`config.mk`:
```
export PLATFORM = sky130hd
export DESIGN_NAME = store_buf_flat
export DESIGN_NICKNAME = d
export VERILOG_FILES = /design/src/rtl/store_buf_pkg.sv /design/src/rtl/store_buf_if.sv /design/src/rtl/store_align.sv /design/src/rtl/store_buf.sv /design/src/flat_wrapper.sv
export SDC_FILE = /design/constraint.sdc
export NUM_CORES = 1
export LEC_CHECK = 0
export BUFFER_PORTS_ARGS = -buffer_cell sky130_fd_sc_hd__clkbuf_2
export CAP_MARGIN = 20
export CORE_MARGIN = 4
export CORE_UTILIZATION = 53
export CTS_CLUSTER_DIAMETER = 40
export CTS_CLUSTER_SIZE = 12
export DETAILED_ROUTE_END_ITERATION = 16
export PLACE_DENSITY = 0.77
export SYNTH_ARGS = -nofsm -noshare
export SYNTH_HDL_FRONTEND = slang
export SYNTH_SLANG_ARGS = --single-unit
```
`constraint.sdc`:
```
create_clock -name clk -period 6.65 [get_ports clk]
set_input_delay 1.33 -clock clk [delete_from_list [all_inputs] [get_ports clk]]
set_output_delay 1.33 -clock clk [all_outputs]
set_load 0.05 [all_outputs]
```
`src/rtl/store_buf_pkg.sv`:
```
// Shared types for the store buffer: op encodings, buffer entry layout, default depth.
// Latency: n/a (types and constants only).
// Backpressure: n/a.
package store_buf_pkg;

    localparam int DEFAULT_DEPTH = 4;

    typedef enum logic [1:0] {
        OP_SW  = 2'd0,
        OP_SB  = 2'd1,
        OP_SH  = 2'd2,
        OP_ILL = 2'd3
    } store_op_t;

    // One buffered store: word address, byte enables, lane-replicated data.
    typedef struct packed {
        logic [29:0] addr;
        logic [3:0]  be;
        logic [31:0] data;
    } sb_entry_t;

endpackage

```
`src/rtl/store_buf_if.sv`:
```
// Request (MEM stage) and drain (data memory) handshakes of the store buffer.
// Latency: n/a (wiring only).
// Backpressure: req_ready from the buffer; mem_ready from memory.
interface store_buf_if;

    logic        req_valid;
    logic        req_ready;
    logic [1:0]  req_op;
    logic [31:0] req_addr;
    logic [31:0] req_data;

    logic        mem_valid;
    logic        mem_ready;
    logic [31:0] mem_addr;
    logic [3:0]  mem_be;
    logic [31:0] mem_wdata;

    // Pipeline + memory side: issues stores, accepts drained entries.
    modport master (
        output req_valid, req_op, req_addr, req_data, mem_ready,
        input  req_ready, mem_valid, mem_addr, mem_be, mem_wdata
    );

    // Buffer side.
    modport slave (
        input  req_valid, req_op, req_addr, req_data, mem_ready,
        output req_ready, mem_valid, mem_addr, mem_be, mem_wdata
    );

endinterface

```
`src/rtl/store_align.sv`:
```
// Store aligner: op + low address bits + right-justified data -> byte enables, replicated data, misaligned flag.
// Latency: purely combinational.
// Backpressure: none; caller decides what to do with a misaligned store.
module store_align
    import store_buf_pkg::*;
(
    input  logic [1:0]  op,
    input  logic [1:0]  addr_lo,
    input  logic [31:0] data,
    output logic [3:0]  be,
    output logic [31:0] wdata,
    output logic        misaligned
);

    // Decode per op; op 3 is always illegal regardless of address.
    always_comb begin
        be         = 4'b0000;
        wdata      = data;
        misaligned = 1'b0;
        case (op)
            OP_SW: begin
                be         = 4'b1111;
                wdata      = data;
                misaligned = (addr_lo != 2'b00);
            end
            OP_SB: begin
                be    = 4'b0001 << addr_lo;
                wdata = {4{data[7:0]}};
            end
            OP_SH: begin
                be         = addr_lo[1] ? 4'b1100 : 4'b0011;
                wdata      = {2{data[15:0]}};
                misaligned = addr_lo[0];
            end
            default: begin
                misaligned = 1'b1;
            end
        endcase
    end

endmodule

```
`src/rtl/store_buf.sv`:
```
// Store buffer: aligns stores, coalesces same-word stores into the tail, drains in order to data memory.
// Latency: an accepted store appears on mem_* the cycle after acceptance; no same-cycle pass-through.
// Backpressure: req_ready = registered count < DEPTH (ignores same-cycle pop); head holds while mem_ready is low.
module store_buf
    import store_buf_pkg::*;
#(
    parameter int DEPTH = DEFAULT_DEPTH
) (
    input  logic        clk,
    input  logic        rst_n,
    store_buf_if.slave  bus,
    output logic        misalign,
    output logic [31:0] err_addr,
    input  logic [31:0] chk_addr,
    output logic        chk_hit,
    output logic        empty
);

    localparam int          AW       = $clog2(DEPTH);
    localparam logic [AW:0] CNT_FULL = (AW+1)'(DEPTH);
    localparam logic [AW:0] CNT_TWO  = (AW+1)'(2);
    localparam logic [AW:0] CNT_ONE  = (AW+1)'(1);

    sb_entry_t        entries [DEPTH];
    logic [AW-1:0]    wr_ptr;
    logic [AW-1:0]    rd_ptr;
    logic [AW-1:0]    tail_ptr;
    logic [AW:0]      count;

    logic [3:0]       al_be;
    logic [31:0]      al_data;
    logic             al_bad;

    logic             accept;
    logic             pop;
    logic             push;
    logic             coalesce;
    sb_entry_t        head;
    sb_entry_t        tail_merged;
    logic [DEPTH-1:0] slot_vld;
    logic             unused_chk;

    store_align u_align (
        .op         (bus.req_op),
        .addr_lo    (bus.req_addr[1:0]),
        .data       (bus.req_data),
        .be         (al_be),
        .wdata      (al_data),
        .misaligned (al_bad)
    );

    assign bus.req_ready = (count < CNT_FULL);
    assign bus.mem_valid = (count != '0);
    assign empty         = (count == '0);

    assign accept   = bus.req_valid && bus.req_ready;
    assign pop      = bus.mem_valid && bus.mem_ready;
    assign tail_ptr = wr_ptr - AW'(1);

    // With count >= 2 the tail is never the head, so merging cannot disturb a presented entry.
    assign coalesce = accept && !al_bad && (count >= CNT_TWO)
                      && (entries[tail_ptr].addr == bus.req_addr[31:2]);
    assign push     = accept && !al_bad && !coalesce;

    // Head outputs are forced to zero when empty so reset/idle values are clean.
    assign head          = entries[rd_ptr];
    assign bus.mem_addr  = bus.mem_valid ? {head.addr, 2'b00} : 32'h0;
    assign bus.mem_be    = bus.mem_valid ? head.be : 4'h0;
    assign bus.mem_wdata = bus.mem_valid ? head.data : 32'h0;

    // Tail entry with the new store's enabled lanes overlaid.
    always_comb begin
        tail_merged    = entries[tail_ptr];
        tail_merged.be = tail_merged.be | al_be;
        for (int i = 0; i < 4; i++) begin
            if (al_be[i]) begin
                tail_merged.data[8*i +: 8] = al_data[8*i +: 8];
            end
        end
    end

    // Entry storage: new store at the tail, or merge into the existing tail.
    always_ff @(posedge clk) begin
        if (push) begin
            entries[wr_ptr] <= '{addr: bus.req_addr[31:2], be: al_be, data: al_data};
        end else if (coalesce) begin
            entries[tail_ptr] <= tail_merged;
        end
    end

    // Pointers and occupancy; a coalesce never moves the write pointer.
    always_ff @(posedge clk or negedge rst_n) begin
        if (!rst_n) begin
            wr_ptr <= '0;
            rd_ptr <= '0;
            count  <= '0;
        end else begin
            if (push) wr_ptr <= wr_ptr + AW'(1);
            if (pop)  rd_ptr <= rd_ptr + AW'(1);
            case ({push, pop})
                2'b10:   count <= count + CNT_ONE;
                2'b01:   count <= count - CNT_ONE;
                default: count <= count;
            endcase
        end
    end

    // Misaligned/illegal stores are swallowed; flag them for one cycle and keep the address.
    always_ff @(posedge clk or negedge rst_n) begin
        if (!rst_n) begin
            misalign <= 1'b0;
            err_addr <= 32'h0;
        end else begin
            misalign <= accept && al_bad;
            if (accept && al_bad) begin
                err_addr <= bus.req_addr;
            end
        end
    end

    // Slot i is live when its distance from the head is below the occupancy.
    always_comb begin
        slot_vld = '0;
        for (int i = 0; i < DEPTH; i++) begin
            slot_vld[i] = ({1'b0, AW'(i) - rd_ptr} < count);
        end
    end

    // Load-hazard check against every live entry, head included.
    always_comb begin
        chk_hit = 1'b0;
        for (int i = 0; i < DEPTH; i++) begin
            if (slot_vld[i] && (entries[i].addr == chk_addr[31:2])) begin
                chk_hit = 1'b1;
            end
        end
    end

    assign unused_chk = &{1'b0, chk_addr[1:0]};

endmodule

```
`src/flat_wrapper.sv`:
```
// flat-port wrapper written by rule: the top's interface ports become plain ports
module store_buf_flat import store_buf_pkg::*;
#(
    parameter int DEPTH = DEFAULT_DEPTH
)
  (clk, rst_n, misalign, err_addr, chk_addr, chk_hit, empty, bus_req_valid, bus_req_op, bus_req_addr, bus_req_data, bus_mem_ready, bus_req_ready, bus_mem_valid, bus_mem_addr, bus_mem_be, bus_mem_wdata);
  store_buf_if bus_i ();
  input  logic clk;
  input  logic rst_n;
  output logic misalign;
  output logic [31:0] err_addr;
  input  logic [31:0] chk_addr;
  output logic chk_hit;
  output logic empty;
  input wire logic [$bits(bus_i.req_valid)-1:0] bus_req_valid;
  input wire logic [$bits(bus_i.req_op)-1:0] bus_req_op;
  input wire logic [$bits(bus_i.req_addr)-1:0] bus_req_addr;
  input wire logic [$bits(bus_i.req_data)-1:0] bus_req_data;
  input wire logic [$bits(bus_i.mem_ready)-1:0] bus_mem_ready;
  output wire logic [$bits(bus_i.req_ready)-1:0] bus_req_ready;
  output wire logic [$bits(bus_i.mem_valid)-1:0] bus_mem_valid;
  output wire logic [$bits(bus_i.mem_addr)-1:0] bus_mem_addr;
  output wire logic [$bits(bus_i.mem_be)-1:0] bus_mem_be;
  output wire logic [$bits(bus_i.mem_wdata)-1:0] bus_mem_wdata;
  assign bus_i.req_valid = bus_req_valid;
  assign bus_i.req_op = bus_req_op;
  assign bus_i.req_addr = bus_req_addr;
  assign bus_i.req_data = bus_req_data;
  assign bus_i.mem_ready = bus_mem_ready;
  assign bus_req_ready = bus_i.req_ready;
  assign bus_mem_valid = bus_i.mem_valid;
  assign bus_mem_addr = bus_i.mem_addr;
  assign bus_mem_be = bus_i.mem_be;
  assign bus_mem_wdata = bus_i.mem_wdata;
  store_buf #(.DEPTH(DEPTH)) u_core (.clk(clk), .rst_n(rst_n), .bus(bus_i), .misalign(misalign), .err_addr(err_addr), .chk_addr(chk_addr), .chk_hit(chk_hit), .empty(empty));
endmodule
```
==> impl_metrics.json <==
{
  "p_leak_uw": 0.00710,
  "end_kind": "flop",
  "crit_chain": "buf_4 -> mux2_2 -> a22oi_1 -> o311ai_0 -> nor4_2 -> nand4b_4 -> or3_1 -> mux2i_4 -> buf_4",
  "synth_cell_types": 55,
  "io_pins": 207,
  "numPortBuffers": 202,
  "final_design_area_no_fill_um2": 19200,
  "vias_per_cell": 6.35,
  "core_um2": 30700,
  "yosysTopAreaCell": "edfxtp_1",
  "critical-path-top-delay-family": "simple AND/OR/NAND/NOR gates",
  "fp.dieH_um": 184,
  "cts_made_buffers": 42,
  "clkTransAtPathRegs_ns": 0.05,
  "final_max_slew_viol_count": 0,
  "wl_mm": 45.8,
  "cp_num_buf_inv": 2,
  "drv_cap": 0,
  "critPathMaxStageDelay_ns": 1.03,
  "drt-initial-drc-count": 1475,
  "rows": 64,
  "ys.flop_type": "edfxtp_1",
  "cts_root_buffer": "clkbuf_16",
  "ctsHoldBuffers": 0,
  "critPathKind": "reg2reg",
  "place_congestion": 1.02,
  "synth-edff-count": 264,
  "relSlewSlack": 0.336,
  "grt_usage": 0.268,
  "finalCoreUtilization": 0.625,
  "final_common_cell": "edfxtp_1",
  "async_flop_share": 0.132,
  "crit_path_frequent_cell": "buf_4",
  "synth_seq_area_share": 0.541,
  "antenna_left": 0,
  "dp_cells": 1677,
  "p_sw_frac": 0.435,
  "drt_pass1_iterations": 5,
  "finalNetCount": 1437,
  "crit_arrival_ns": 5.16,
  "synth_top_cell_area_share": 0.481,
  "cts_resized": 0,
  "antenna_found_initial": 1,
  "start_util": 0.538,
  "max_freq_ghz": 0.199,
  "finalHoldViolCount": 0,
  "vias": 11100,
  "yosysWarnings": 0,
  "layout_min_cycle_time_ns": 5.02,
  "p_clk_frac": 0.244,
  "die_w_um": 184,
  "cts.sinks": 304,
  "synth_cells": 1166,
  "slowest_stage": "dfrtp_4",
  "syn_area_um2": 16500,
  "peakVddDrop_mv": 0.443,
  "p_sw_uw": 3980,
  "first_global_vias": 10900,
  "period_share": 0.755,
  "p_seq_frac": 0.299,
  "final_cell_mix": "264 x edfxtp_1, 202 x clkbuf_2, 119 x nand2_1, 115 x mux4_2, 100 x xnor2_1",
  "synth-seq-cells": 304,
  "cp.required_ns": 6.80,
  "post_cts.repair.setup_buffers": 0,
  "crit_path_start_kind": "flop",
  "worst_clock_skew_ns": 0.0186,
  "fin_cells": 1752,
  "finalSetupViolations": 0,
  "grt-ovfl-total": 0,
  "clk_path_buf_depth": 3,
  "grt_max_degree": 53,
  "cts_tree": "yes",
  "pwr-share-comb": 0.457,
  "rsz0062_at_grt": "no",
  "drc": 0,
  "wl_per_cell_um": 26.2,
  "hpwl_mm": 31.6,
  "min_path_type": "reg2reg",
  "antenna_cells": 0,
  "pwr_density_cell_nw_per_um2": 478,
  "path_max_fanout": 48,
  "place_area_um2": 17800,
  "h-tree-depth": 2,
  "layout-drive-gt1-share": 0.338,
  "netlist_top_cells_area": "edfxtp_1 48%, mux4_2 16%, dfrtp_1 6.1%, xnor2_1 5.3%, nand2_1 2.7%",
  "area_growth_pct": 16.2,
  "die_area_um2": 34000,
  "internal-power_uw": 5180,
  "grt_pass1_wl_mm": 68.6,
  "synth.avg_cell_area_um2": 14.1,
  "worstMarginPinSlew_ns": 0.996,
  "clk-insertion-delay-late_ns": 0.53,
  "status": "finished, final reports clean",
  "holdWs_ns": 0.466
}
## cells by family after synthesis
logic type | after synthesis | share of synthesized area
AO/OA/AOI/OAI | 93 | 0.0402
buffers and inverters | 135 | 0.0337
flip-flops | 304 | 0.541
adder cells (fa/ha/maj) | 10 | 0.00804
XOR/XNOR | 150 | 0.0796
AND/OR/NAND/NOR | 281 | 0.0906
other | 1 | 0.000227
multiplexers | 192 | 0.206
## power groups by stage
stage          Combinational (uW)  Clock (uW)  Sequential (uW)
2_1_floorplan                3060           0             2870
3_3_place_gp                 4160           0             2760
3_5_place_dp                 4180           0             2780
4_1_cts                      4210        2260             2740
5_1_grt                      4420        2350             2780
6_report                     4190        2240             2740
## layer usage
layer  track usage  routed length (um)  vias to the layer above
met5             0                  12                        -
met1         0.378               17300                     5599
met3        0.0578                5050                       95
met4        0.0742                1280                        2
met2         0.427               22100                      718
li1              -                   -                     4704
## cell type report
cell class / count / area, um2
flip-flops and latches: 304 / 8940
repair buffers: 221 / 1150
clock inverters: 26 / 300
well taps: 396 / 495
clock buffers: 49 / 1110
multi-input cells: 728 / 7070
inverters: 28 / 105
fillers: 2228 / 11500
## registers in the layout, summed over array words and instances (netlist names)
| signal | cells |
|---|---|
| u_core.misalign | 1 |
| u_core.wr_ptr | 2 |
| u_core.err_addr | 32 |
| u_core.count | 3 |
| u_core.rd_ptr | 2 |
| u_core.entries | 264 |
## worst min-delay path, cell delays in order (launching register included)
cell and delay (ns):
dfrtp_1 0.33, nand2_1 0.05, nand2_1 0.05
## worst paths after layout
| kind | from | end | slack (ns) | depth (start not counted) |
|---|---|---|---|---|
| setup / recovery | u_core.wr_ptr[1] | u_core.entries[2][38] | 1.63 | 9 |
| hold / removal | u_core.err_addr[19] | u_core.err_addr[19] | 0.47 | 2 |
| setup reg to reg | u_core.wr_ptr[1] | u_core.entries[2][38] | 1.63 | 9 |
| hold reg to reg | u_core.err_addr[19] | u_core.err_addr[19] | 0.47 | 2 |
| max in group asynchronous | rst_n | u_core.wr_ptr[1] | 5.29 | 2 |
| min in group asynchronous | rst_n | u_core.err_addr[19] | 0.89 | 2 |
## stage by stage
stage | setup WS (ns) | setup TNS [ns] | power, uW
2_1_floorplan | -0.316 | -83.39 | 5920
3_3_place_gp | 1.67 | 0 | 6920
3_5_place_dp | 1.59 | 0 | 6960
4_1_cts | 1.64 | 0 | 9210
5_1_grt | 1.40 | 0 | 9550
6_report | 1.63 | 0 | 9170
## synthesized netlist by cell type, types with 3 or more instances
library cell and instances:
edfxtp_1 264, nand2_1 119, mux4_2 115, xnor2_1 100
clkbuf_1 75, nor2b_1 70, xor2_1 50, mux2i_1 43
dfrtp_1 40, mux2_2 31, inv_1 27, nand4_1 23
buf_1 18, nor2_1 18, nor4_1 18, o21a_1 18
a21oi_1 13, o22ai_1 13, a22oi_1 12, ha_1 9
o21ai_0 8, nand3_1 7, buf_2 6, nand2b_1 6
buf_4 5, o2111ai_1 5, nor4_4 4, o221ai_1 4
or3_1 4, a221oi_1 3, a31oi_1 3, buf_6 3
mux2_1 3, o32ai_1 3, or2_2 3
Note: power is estimated with default switching activity, not from simulation.
